[src/rtl/c7bicu_pkg.sv]
// Shared definitions for the c7b instruction-side bus interface unit.
package c7b_icu_pkg;

    localparam int unsigned ICU_DATA_W  = 64;
    localparam int unsigned BUS_DW      = 32;
    localparam int unsigned FETCH_ALIGN = 3;

    typedef enum logic [2:0] {
        ST_HOLD,
        ST_IDLE,
        ST_B0_REQ,
        ST_B0_WAIT,
        ST_B1_REQ,
        ST_B1_WAIT,
        ST_RESP
    } icu_state_e;

    // Fetch base: the IFU address with the sub-packet byte offset cleared.
    function automatic logic [31:0] fetch_base(input logic [31:0] addr);
        return {addr[31:FETCH_ALIGN], {FETCH_ALIGN{1'b0}}};
    endfunction

endpackage

[src/rtl/c7bicu_if.sv]
// IFU fetch port and system memory read port of the ICU, bundled together.
interface c7bicu_if;
    import c7b_icu_pkg::*;

    // IFU side
    logic                  ifu_icu_req_ic1;
    logic [31:0]           ifu_icu_addr_ic1;
    logic                  icu_ifu_ack_ic1;
    logic                  icu_ifu_data_valid_ic2;
    logic [ICU_DATA_W-1:0] icu_ifu_data_ic2;

    // memory bus side
    logic                  icu_bus_req;
    logic [31:0]           icu_bus_addr;
    logic                  bus_icu_ack;
    logic                  bus_icu_rvalid;
    logic [BUS_DW-1:0]     bus_icu_rdata;
    logic                  bus_icu_rerr;
    logic                  icu_bus_err;

    // ICU view
    modport slave (
        input  ifu_icu_req_ic1, ifu_icu_addr_ic1,
        input  bus_icu_ack, bus_icu_rvalid, bus_icu_rdata, bus_icu_rerr,
        output icu_ifu_ack_ic1, icu_ifu_data_valid_ic2, icu_ifu_data_ic2,
        output icu_bus_req, icu_bus_addr, icu_bus_err
    );

    // IFU + memory view
    modport master (
        output ifu_icu_req_ic1, ifu_icu_addr_ic1,
        output bus_icu_ack, bus_icu_rvalid, bus_icu_rdata, bus_icu_rerr,
        input  icu_ifu_ack_ic1, icu_ifu_data_valid_ic2, icu_ifu_data_ic2,
        input  icu_bus_req, icu_bus_addr, icu_bus_err
    );

endinterface

[src/rtl/c7bicu.sv]
// Instruction-side responder: turns one 8-byte IFU fetch into two 32-bit
// bus reads and returns the assembled 64-bit packet. One fetch in flight.
module c7bicu
    import c7b_icu_pkg::*;
#(
    parameter logic [BUS_DW-1:0] ERR_WORD  = 32'h0000_0000,
    parameter int unsigned       BOOT_HOLD = 0
) (
    input logic      clk,
    input logic      reset,
    c7bicu_if.slave  icu
);

    localparam icu_state_e RST_STATE = (BOOT_HOLD > 0) ? ST_HOLD : ST_IDLE;

    icu_state_e            state;
    logic [31:0]           hold_cnt;
    logic [31:0]           base;
    logic [BUS_DW-1:0]     lo_word;
    logic                  err_sticky;
    logic                  ack;
    logic                  bus_req_q;
    logic [31:0]           bus_addr_q;
    logic                  data_valid_q;
    logic                  bus_err_q;
    logic [ICU_DATA_W-1:0] data_q;
    logic [BUS_DW-1:0]     beat_word;

    // IFU requests are accepted only when no fetch is in flight (IDLE, or the
    // final RESP cycle of the previous fetch).
    always_comb begin
        ack       = icu.ifu_icu_req_ic1 && ((state == ST_IDLE) || (state == ST_RESP));
        beat_word = icu.bus_icu_rerr ? ERR_WORD : icu.bus_icu_rdata;
    end

    // Two-beat fetch sequencer with registered bus and IFU outputs.
    // The packet and error flag are loaded on the final beat so they are
    // already visible during RESP; the data register then holds until the
    // next packet completes.
    always_ff @(posedge clk or posedge reset) begin
        if (reset) begin
            state        <= RST_STATE;
            hold_cnt     <= BOOT_HOLD;
            base         <= '0;
            lo_word      <= '0;
            err_sticky   <= 1'b0;
            bus_req_q    <= 1'b0;
            bus_addr_q   <= '0;
            data_valid_q <= 1'b0;
            bus_err_q    <= 1'b0;
            data_q       <= '0;
        end else begin
            data_valid_q <= 1'b0;
            bus_err_q    <= 1'b0;
            case (state)
                ST_HOLD: begin
                    if (hold_cnt <= 32'd1) begin
                        hold_cnt <= '0;
                        state    <= ST_IDLE;
                    end else begin
                        hold_cnt <= hold_cnt - 32'd1;
                    end
                end
                ST_IDLE, ST_RESP: begin
                    if (ack) begin
                        base       <= fetch_base(icu.ifu_icu_addr_ic1);
                        bus_addr_q <= fetch_base(icu.ifu_icu_addr_ic1);
                        bus_req_q  <= 1'b1;
                        state      <= ST_B0_REQ;
                    end else begin
                        state <= ST_IDLE;
                    end
                end
                ST_B0_REQ: begin
                    if (icu.bus_icu_ack) begin
                        bus_req_q <= 1'b0;
                        state     <= ST_B0_WAIT;
                    end
                end
                ST_B0_WAIT: begin
                    if (icu.bus_icu_rvalid) begin
                        lo_word    <= beat_word;
                        err_sticky <= err_sticky | icu.bus_icu_rerr;
                        bus_addr_q <= base | 32'd4;
                        bus_req_q  <= 1'b1;
                        state      <= ST_B1_REQ;
                    end
                end
                ST_B1_REQ: begin
                    if (icu.bus_icu_ack) begin
                        bus_req_q <= 1'b0;
                        state     <= ST_B1_WAIT;
                    end
                end
                ST_B1_WAIT: begin
                    if (icu.bus_icu_rvalid) begin
                        data_q       <= {beat_word, lo_word};
                        bus_err_q    <= err_sticky | icu.bus_icu_rerr;
                        err_sticky   <= 1'b0;
                        data_valid_q <= 1'b1;
                        state        <= ST_RESP;
                    end
                end
                default: state <= ST_IDLE;
            endcase
        end
    end

    assign icu.icu_ifu_ack_ic1        = ack;
    assign icu.icu_ifu_data_valid_ic2 = data_valid_q;
    assign icu.icu_ifu_data_ic2       = data_q;
    assign icu.icu_bus_req            = bus_req_q;
    assign icu.icu_bus_addr           = bus_addr_q;
    assign icu.icu_bus_err            = bus_err_q;

endmodule

[src/flat_wrapper.sv]
// flat-port wrapper written by rule: the top's interface ports become plain ports
module c7bicu_flat import c7b_icu_pkg::*;
#(
    parameter logic [BUS_DW-1:0] ERR_WORD  = 32'h0000_0000,
    parameter int unsigned       BOOT_HOLD = 0
)
  (clk, reset, icu_ifu_icu_req_ic1, icu_ifu_icu_addr_ic1, icu_bus_icu_ack, icu_bus_icu_rvalid, icu_bus_icu_rdata, icu_bus_icu_rerr, icu_icu_ifu_ack_ic1, icu_icu_ifu_data_valid_ic2, icu_icu_ifu_data_ic2, icu_icu_bus_req, icu_icu_bus_addr, icu_icu_bus_err);
  c7bicu_if icu_i ();
  input logic clk;
  input logic reset;
  input wire logic [$bits(icu_i.ifu_icu_req_ic1)-1:0] icu_ifu_icu_req_ic1;
  input wire logic [$bits(icu_i.ifu_icu_addr_ic1)-1:0] icu_ifu_icu_addr_ic1;
  input wire logic [$bits(icu_i.bus_icu_ack)-1:0] icu_bus_icu_ack;
  input wire logic [$bits(icu_i.bus_icu_rvalid)-1:0] icu_bus_icu_rvalid;
  input wire logic [$bits(icu_i.bus_icu_rdata)-1:0] icu_bus_icu_rdata;
  input wire logic [$bits(icu_i.bus_icu_rerr)-1:0] icu_bus_icu_rerr;
  output wire logic [$bits(icu_i.icu_ifu_ack_ic1)-1:0] icu_icu_ifu_ack_ic1;
  output wire logic [$bits(icu_i.icu_ifu_data_valid_ic2)-1:0] icu_icu_ifu_data_valid_ic2;
  output wire logic [$bits(icu_i.icu_ifu_data_ic2)-1:0] icu_icu_ifu_data_ic2;
  output wire logic [$bits(icu_i.icu_bus_req)-1:0] icu_icu_bus_req;
  output wire logic [$bits(icu_i.icu_bus_addr)-1:0] icu_icu_bus_addr;
  output wire logic [$bits(icu_i.icu_bus_err)-1:0] icu_icu_bus_err;
  assign icu_i.ifu_icu_req_ic1 = icu_ifu_icu_req_ic1;
  assign icu_i.ifu_icu_addr_ic1 = icu_ifu_icu_addr_ic1;
  assign icu_i.bus_icu_ack = icu_bus_icu_ack;
  assign icu_i.bus_icu_rvalid = icu_bus_icu_rvalid;
  assign icu_i.bus_icu_rdata = icu_bus_icu_rdata;
  assign icu_i.bus_icu_rerr = icu_bus_icu_rerr;
  assign icu_icu_ifu_ack_ic1 = icu_i.icu_ifu_ack_ic1;
  assign icu_icu_ifu_data_valid_ic2 = icu_i.icu_ifu_data_valid_ic2;
  assign icu_icu_ifu_data_ic2 = icu_i.icu_ifu_data_ic2;
  assign icu_icu_bus_req = icu_i.icu_bus_req;
  assign icu_icu_bus_addr = icu_i.icu_bus_addr;
  assign icu_icu_bus_err = icu_i.icu_bus_err;
  c7bicu #(.ERR_WORD(ERR_WORD), .BOOT_HOLD(BOOT_HOLD)) u_core (.clk(clk), .reset(reset), .icu(icu_i));
endmodule
[config.mk]
export PLATFORM = sky130hd
export DESIGN_NAME = c7bicu_flat
export DESIGN_NICKNAME = d
export VERILOG_FILES = /design/src/rtl/c7bicu_pkg.sv /design/src/rtl/c7bicu_if.sv /design/src/rtl/c7bicu.sv /design/src/flat_wrapper.sv
export SDC_FILE = /design/constraint.sdc
export NUM_CORES = 1
export LEC_CHECK = 0
export BUFFER_PORTS_ARGS = -buffer_cell sky130_fd_sc_hd__buf_4
export CAP_MARGIN = 20
export CORE_UTILIZATION = 55
export CTS_CLUSTER_SIZE = 40
export DETAILED_ROUTE_END_ITERATION = 7
export PLACE_DENSITY = 0.8
export SLEW_MARGIN = 25
export SYNTH_ARGS = -nofsm -noshare
export SYNTH_HDL_FRONTEND = slang
export SYNTH_SLANG_ARGS = --single-unit
[constraint.sdc]
create_clock -name clk -period 9.7 [get_ports clk]
set_clock_uncertainty 0.1 [all_clocks]
set_input_delay 2.425 -clock clk [delete_from_list [all_inputs] [get_ports clk]]
set_output_delay 2.425 -clock clk [all_outputs]
set_load 0.01 [all_outputs]
# Yosys cells after proc, flatten, opt, wreduce, memory -nomap -nowiden
# Cells that the tools add are included.
[totals]
register_bits = 196
output_inout_bits = 100
wordCells = 64
[classes]
addsub = 1
n_lt_le_gt_ge = 1
eq_ne = 13
muxes = 23
n_bitwise = 1
n_reduce_logical = 15
[ops]
columns = ["cell", "count"]
rows = [
  ["two-way mux 32 bit", 4],
  ["case mux 32 bit (2 select lines)", 1],
  ["less-or-equal comparator 32 x 1 -> 1 bit (second input constant)", 1],
  ["subtractor 32 x 1 -> 32 bit (second input constant)", 1],
  ["case mux 3 bit (6 select lines)", 1],
  ["two-way mux 3 bit", 5],
  ["!= test 2 bit (second input constant)", 5],
  ["equality test 3 bit (second input constant)", 3],
  ["two-way mux 1 bit", 9],
  ["equality test 3 x 2 -> 1 bit (second input constant)", 2],
  ["AND reduction 2 bit", 3],
  ["AND reduction 3 bit", 2],
  ["AND reduction 5 bit", 1],
  ["!= test 2 x 1 -> 1 bit (second input constant)", 2],
  ["AND reduction 4 bit", 1],
  ["nonzero test 2 bit", 2],
  ["OR reduction 2 bit", 2],
  ["equality test 3 x 1 -> 1 bit (second input constant)", 1],
  ["logical NOT 3 bit", 1],
  ["case mux 1 bit (3 select lines)", 1],
  ["nonzero test 3 bit", 1],
  ["two-way mux 2 bit", 1],
  ["case mux 1 bit (2 select lines)", 1],
  ["logical AND 1 bit", 1],
  ["2 further kinds", 2],
]

# Depth between registers and ports, before layout
# Gate-level depths: netlist of the first run.
[logic_depth]
word_depth = 5
mapped_depth = 7

# Least setup slack after synthesis of the first run
# No wires, ideal clock.
[synth_timing]
path_type = "input to output"
from = "input port icu_ifu_icu_req_ic1"
to = "output port icu_icu_ifu_ack_ic1"
arrival_ns = 3.048
t_required_ns = 7.175
setup_slack_ns = 4.127
stages = 3
n_path_buf = 1
path_cell_list = "o21ai_1 -> clkbuf_1 -> inv_1"
[synth_between]
elab_chain_len = 1
[synth_lines]
columns = ["item", "line_no", "rtl"]
rows = [
  ["start, declared", "flat_wrapper.sv:11", "input wire logic [$bits(icu_i.ifu_icu_req_ic1)-1:0] icu_ifu_icu_req_ic1;"],
  ["logical AND 1 bit", "c7bicu.sv:32", "ack = icu.ifu_icu_req_ic1 && ((state == ST_IDLE) || (state == ST_RESP));"],
  ["end, declared", "flat_wrapper.sv:17", "output wire logic [$bits(icu_i.icu_ifu_ack_ic1)-1:0] icu_icu_ifu_ack_ic1;"],
]
# No other way between the ends.

# Worst setup path after layout of the first run
# Ends and elaborated chain as after synthesis.

==> results of run 1 <==
==> placed cells by master (no fill, tap or decap), types with 3 or more instances in the layout <==
cell        Yosys  routed
o21ai_0        68      68
or4_1          19      19
o41ai_1         4       4
clkbuf_8        0       3
o31ai_1        16      16
a21oi_1        49      49
or3_1          10      10
xor2_1          6       6
or2_2           5       5
xnor2_1         3       3
nor3_1          7       7
nor2_1         51      51
or4_4           3       3
dfrtp_1       193     193
mux2i_1        32      32
mux2_2         29      29
nand2b_1       33      33
nand2_1       170     170
clkbuf_16       0      17
clkinvlp_4      0       3
inv_1          12      10
nand4_1         5       5
nand3_1         6       5
nand4b_1        4       4
buf_4           2     170
nor4_1          7       7
==> sequential cells by signal (all words and copies together), names as in the netlist <==
signal / flops
u_core.base: 29
u_core.lo_word: 32
u_core.state: 3
u_core.icu.icu_ifu_data_valid_ic2: 1
u_core.icu.icu_bus_addr: 30
u_core.hold_cnt: 32
u_core.icu.icu_ifu_data_ic2: 64
u_core.icu.icu_bus_req: 1
u_core.icu.icu_bus_err: 1
u_core.err_sticky: 1
==> worst max-delay path: cells and delay by family <==
family                 cells  cell delay [ns]
AOI/OAI and AO/OA          1             0.07
buffers and inverters      3             0.34
==> logic make-up (layout without fill, tap and decap cells) <==
logic type,Yosys count,in the layout,synth area share
flip-flops,194,194,0.589
multiplexers,61,61,0.0784
AO/OA/AOI/OAI,149,149,0.102
other,1,2,0.000455
adder cells (fa/ha/maj),2,2,0.00303
AND/OR/NAND/NOR,324,324,0.186
buffers and inverters,64,213,0.0317
XOR/XNOR,9,9,0.00956
==> metal layers <==
metal,GRT usage,up-vias,share of wire
met5,0,-,0
met3,0.0743,22,0.064
met4,0.0751,0,0.015
met1,0.320,3056,0.44
li1,-,3020,-
met2,0.378,171,0.48
==> through the flow <==
stage | utilization | hold slack (ns) | total power (W)
final | 0.697 | 0.364 | 0.00318
after global routing | 0.697 | 0.397 | 0.00339
after CTS | 0.697 | 0.364 | 0.00320
after detailed placement | 0.656 | 0.350 | 0.00249
after global placement | 0.656 | 0.345 | 0.00243
after floorplan | - | 0.339 | 0.00205
==> worst max path at each step <==
stage                                endpoint  cells after the start                 from  slack, ns
after CTS                 icu_icu_ifu_ack_ic1                      4  icu_ifu_icu_req_ic1       4.34
after global routing      icu_icu_ifu_ack_ic1                      4  icu_ifu_icu_req_ic1       4.30
after floorplan               u_core.base[10]                      1                reset       1.89
after detailed placement  icu_icu_ifu_ack_ic1                      4  icu_ifu_icu_req_ic1       4.35
final                     icu_icu_ifu_ack_ic1                      4  icu_ifu_icu_req_ic1       4.35
after global placement    icu_icu_ifu_ack_ic1                      4  icu_ifu_icu_req_ic1       4.35
==> report_power, final <==
group / switching, W / leakage [nW] / internal (W) / total [W]
Combinational: 0.000589 / 2.24 / 0.000523 / 0.00111
Clock: 0.000302 / 0.284 / 0.000402 / 0.000704
Sequential: 0.000224 / 2.45 / 0.00114 / 0.00137
==> layout make-up <==
cell class | count | area (um^2) | area share
flip-flops and latches | 194 | 4860 | 0.477
multi-input cells | 547 | 3160 | 0.311
repair buffers | 170 | 1280 | 0.125
clock buffers | 21 | 470 | 0.0463
well taps | 184 | 230 | 0.0226
clock inverters | 10 | 125 | 0.0123
inverters | 12 | 52.6 | 0.00517
==> results.yml, run 1 <==
critical_path:
  cp_data_arrival_time_ns: 2.83
  slowest_stage: "buf_4"
  timing.rr.start: "u_core.hold_cnt[4]"
  crit_chain: "buf_4, o21ai_2, inv_1, buf_4"
  cp_slowest_stage_delay_ns: 0.14
  r2r_slack_ns: 6.60
  worstPathRequired_ns: 7.18
  r2r.worst_path.cells: 5
  cp_common_cell: "buf_4"
  crit_type: "input pin to primary output"
  end_kind: "primary output"
  cp-start-kind: "input pin"
  r2r-end: "u_core.hold_cnt[3]"
  path_max_fanout: 5
yosys:
  synth_edf_count: 0
  synth_top_cell_by_area: "dfrtp_1"
  synthFlopType: "dfrtp_1"
  ys_async_sr_fraction: 1.00
  synth_area_um2: 8250
  yosysUniqueCellTypes: 45
  netlist_top_cells_area: "dfrtp_1, nand2_1, o21ai_0, mux2_2, mux2i_1"
  syn_inst: 804
  syn_avg_cell_area_um2: 10.3
  yosysMostFrequentCell: "dfrtp_1"
  ys_warn_count: 0
  synth_top_area_frac: 0.586
  seq_area_frac_synth: 0.589
  synthTopCellsByCount: "dfrtp_1, nand2_1, o21ai_0, nor2_1, a21oi_1"
  ys_ff_latch: 194
finish:
  n_fill_cell: 1052
  final_area_um2: 10200
  syn_to_final_growth_pct: 23.3
  instances_no_fill: 1138
  diodes: 0
  num-nets-final: 1014
  drive_above_1_share: 0.260
min_path:
  min_path_cells: 2
  hold_start: "u_core.lo_word[21]"
  hp-class: "register to register"
  holdPathEnd: "u_core.icu.icu_ifu_data_ic2[21]"
power_and_ir_drop:
  p_leak_nw: 4.97
  power.density_nw_per_um2: 313
  ir_worst_vdd_mv: 0.224
global_route:
  grt_pass1_vias: 6033
  antenna_found_initial: 0
  grt.overflow.total: 0
  grt.total_usage: 0.240
  grt_pass1_wl_um: 30000
  grt_max_degree: 135
placed_design:
  io_buffers: 164
  place_ws_ns: 4.35
  gp_congestion: 0.766
  hpwl_um: 11300
  placed_cells: 1107
  place_area_um2: 9580
clock_network:
  cts_resized: 0
  cts_root_buf: "clkbuf_16"
  clock-sinks: 194
  clk_pin_slew_ns: 0.07
  htree_levels: 4
  clk_path_buf_depth: 2
  clock_latency_ns: 0.42
  postCtsSetupBuffers: 0
  cts_tree: "done"
  cts-hold-fix-buffers: 0
  cts_buffers: 17
timing:
  fmax_ghz: 0.187
  slew_headroom: 0.324
  tightest_slew_ns: 1.01
  grt_setup_unrepaired: "no"
  maxSlewViolCount: 0
  hold_viol: 0
  setup_viol: 0
  period_needed_ns: 5.35
  final.setup.tns_ns: 0
  finalWorstSetupSlack_ns: 4.35
  timing.final.crit_share: 0.552
detailed_routing:
  route.detailed.drc: 0
  wl_um: 17800
  avgViaCountPerCell: 5.51
  postRouteAntennaNets: 0
  dr.pass1.iters: 7
  wl_per_cell_um: 15.6
  vias: 6269
  drt_iter0_drc: 458
floorplanning:
  dieArea_um2: 15500
  coreArea_um2: 14600
  die_height_um: 124
  rows: 44
  start_util: 0.565
  num_io_pins: 170
  chipWidth_um: 124
status:
  outcome: "finished, final reports clean"
job:
  maxCapViolations: 0
Note: power is estimated with default switching activity, not from simulation.
==> inputs of run 2 (changes only) <==
--- a/config.mk
+++ b/config.mk
@@ -7,10 +7,10 @@
 export LEC_CHECK = 0
 export BUFFER_PORTS_ARGS = -buffer_cell sky130_fd_sc_hd__buf_4
 export CAP_MARGIN = 20
-export CORE_UTILIZATION = 55
+export CORE_UTILIZATION = 49
 export CTS_CLUSTER_SIZE = 40
 export DETAILED_ROUTE_END_ITERATION = 7
-export PLACE_DENSITY = 0.8
+export PLACE_DENSITY = 0.75
 export SLEW_MARGIN = 25
 export SYNTH_ARGS = -nofsm -noshare
 export SYNTH_HDL_FRONTEND = slang
==> constraint.sdc (replaced) <==
create_clock -name clk -period 4.86 [get_ports clk]
set_clock_uncertainty 0.1 [all_clocks]
set_input_delay 1.215 -clock clk [delete_from_list [all_inputs] [get_ports clk]]
set_output_delay 1.215 -clock clk [all_outputs]
set_load 0.01 [all_outputs]
==> results.yml, run 2 (synthesized netlist as in run 1, its figures left out) <==
finish:
  syn_to_final_growth_pct: 24.6
  largest_reg_flops: 64
  num-nets-final: 1017
  n_fill_cell: 1339
  diodes: 0
  drive_above_1_share: 0.263
  final_common_cell: "dfrtp_1"
  seqCellArea_um2: 4860
  layout_common_cells: "dfrtp_1, buf_4, nand2_1, o21ai_0, nor2_1"
  multiInputGateArea_um2: 3170
status:
  outcome: "finished, final reports clean"
timing:
  tightest_slew_ns: 1.02
  timing.final.crit_share: 0.659
  grt_setup_unrepaired: "no"
  slew_headroom: 0.316
  setup_viol: 0
  hold_viol: 0
  period_needed_ns: 3.20
  maxSlewViolCount: 0
  holdWs_ns: 0.365
  fmax_ghz: 0.312
  final.setup.tns_ns: 0
global_route:
  grt.overflow.total: 0
  antenna_found_initial: 0
  grt_pass1_wl_um: 29800
  grt_pass1_vias: 5947
  grt_max_degree: 98
  grt.total_usage: 0.213
clock_network:
  cts_root_buf: "clkbuf_16"
  cts_buffers: 17
  clock-sinks: 194
  cts_tree: "done"
  postCtsSetupBuffers: 0
  clock_latency_ns: 0.43
  clk_path_buf_depth: 2
  clk_pin_slew_ns: 0.07
  htree_levels: 4
  cts_resized: 0
  cts-hold-fix-buffers: 0
critical_path:
  path_max_fanout: 17
  timing.rr.start: "u_core.hold_cnt[4]"
  cp-start-kind: "register"
  cp_data_arrival_time_ns: 3.40
  r2r_slack_ns: 1.66
  worstPathRequired_ns: 5.05
  end_kind: "register"
  r2r.worst_path.cells: 5
  r2r-end: "u_core.hold_cnt[3]"
  crit_type: "register to register"
detailed_routing:
  dr.pass1.iters: 4
  drt_iter0_drc: 387
  wl_per_cell_um: 14.9
  vias: 6081
  route.detailed.drc: 0
  wl_um: 17600
  postRouteAntennaNets: 0
  avgViaCountPerCell: 5.16
placed_design:
  hpwl_um: 11400
  io_buffers: 164
  gp_congestion: 0.779
job:
  maxCapViolations: 0
power_and_ir_drop:
  p_leak_nw: 4.99
  ir_worst_vdd_mv: 0.343
  power.density_nw_per_um2: 614
floorplanning:
  rows: 47
  die_height_um: 132
  start_util: 0.499
  chipWidth_um: 132
  num_io_pins: 170
  dieArea_um2: 17400
  coreArea_um2: 16500
min_path:
  hold_start: "u_core.lo_word[6]"
  hp-class: "register to register"
  min_path_cells: 2
  holdPathEnd: "u_core.icu.icu_ifu_data_ic2[6]"
-- run 2: cell count changes in the layout (fill, tap and decap cells not counted), sizes merged --
cell,before,now
buf,170,173
inv,14,16
clkinvlp,3,1
clkbuf,21,18
clkinv,3,9
bufinv,2,0
-- run 2: worst max-delay path by stage --
stage,from,to,cells after the start
after floorplan,reset,u_core.base[10],1
after global placement,u_core.hold_cnt[4],u_core.hold_cnt[17],5
after detailed placement,u_core.hold_cnt[4],u_core.hold_cnt[3],5
after CTS,u_core.hold_cnt[4],u_core.hold_cnt[3],5
after global routing,u_core.hold_cnt[4],u_core.hold_cnt[9],5
final,u_core.hold_cnt[4],u_core.hold_cnt[3],5
-- run 2: area by class of cell --
cell class,instances,area share
Timing Repair Buffer,173,0.129
Inverter,12,0.00475
Sequential cell,194,0.472
Clock buffer,18,0.0427
Tap cell,220,0.0268
Clock inverter,14,0.0163
Multi-Input combinational cell,547,0.308
-- run 2: metrics by stage --
| step | instances | util | worst slack, ns | instance area (um^2) | power (W) |
|---|---|---|---|---|---|
| 3_3_place_gp | 1146 | 0.585 | 1.80 | 9660 | 0.00486 |
| 6_report | 1178 | 0.622 | 1.66 | 10300 | 0.00631 |
| 4_1_cts | 1178 | 0.622 | 1.69 | 10300 | 0.00635 |
| 2_1_floorplan | 805 | - | 1.04 | 8250 | 0.00409 |
| 5_1_grt | 1178 | 0.622 | 1.33 | 10300 | 0.00675 |
| 3_5_place_dp | 1146 | 0.585 | 1.72 | 9660 | 0.00495 |
-- run 2: per-layer routing --
metal / share of wire / wire, um / track usage
met1: 0.46 / 8070 / 0.292
met2: 0.46 / 8040 / 0.324
met3: 0.060 / 1050 / 0.0631
met4: 0.022 / 395 / 0.0769
met5: 0 / 0 / 0
-- run 2: worst max-delay path, stage by stage (launching register included) --
cell and delay, ns:
dfrtp_1 0.43, nor4_1 0.67, nand4_1 0.63, nor4_4 0.82, buf_4 0.36, a21oi_1 0.06
-- run 2: power by group --
part	switching (W)	total, W	internal, W
Sequential	0.000435	0.00271	0.00228
Clock	0.000689	0.00140	0.000708
Combinational	0.00116	0.00220	0.00104
Total	0.00228	0.00631	0.00403
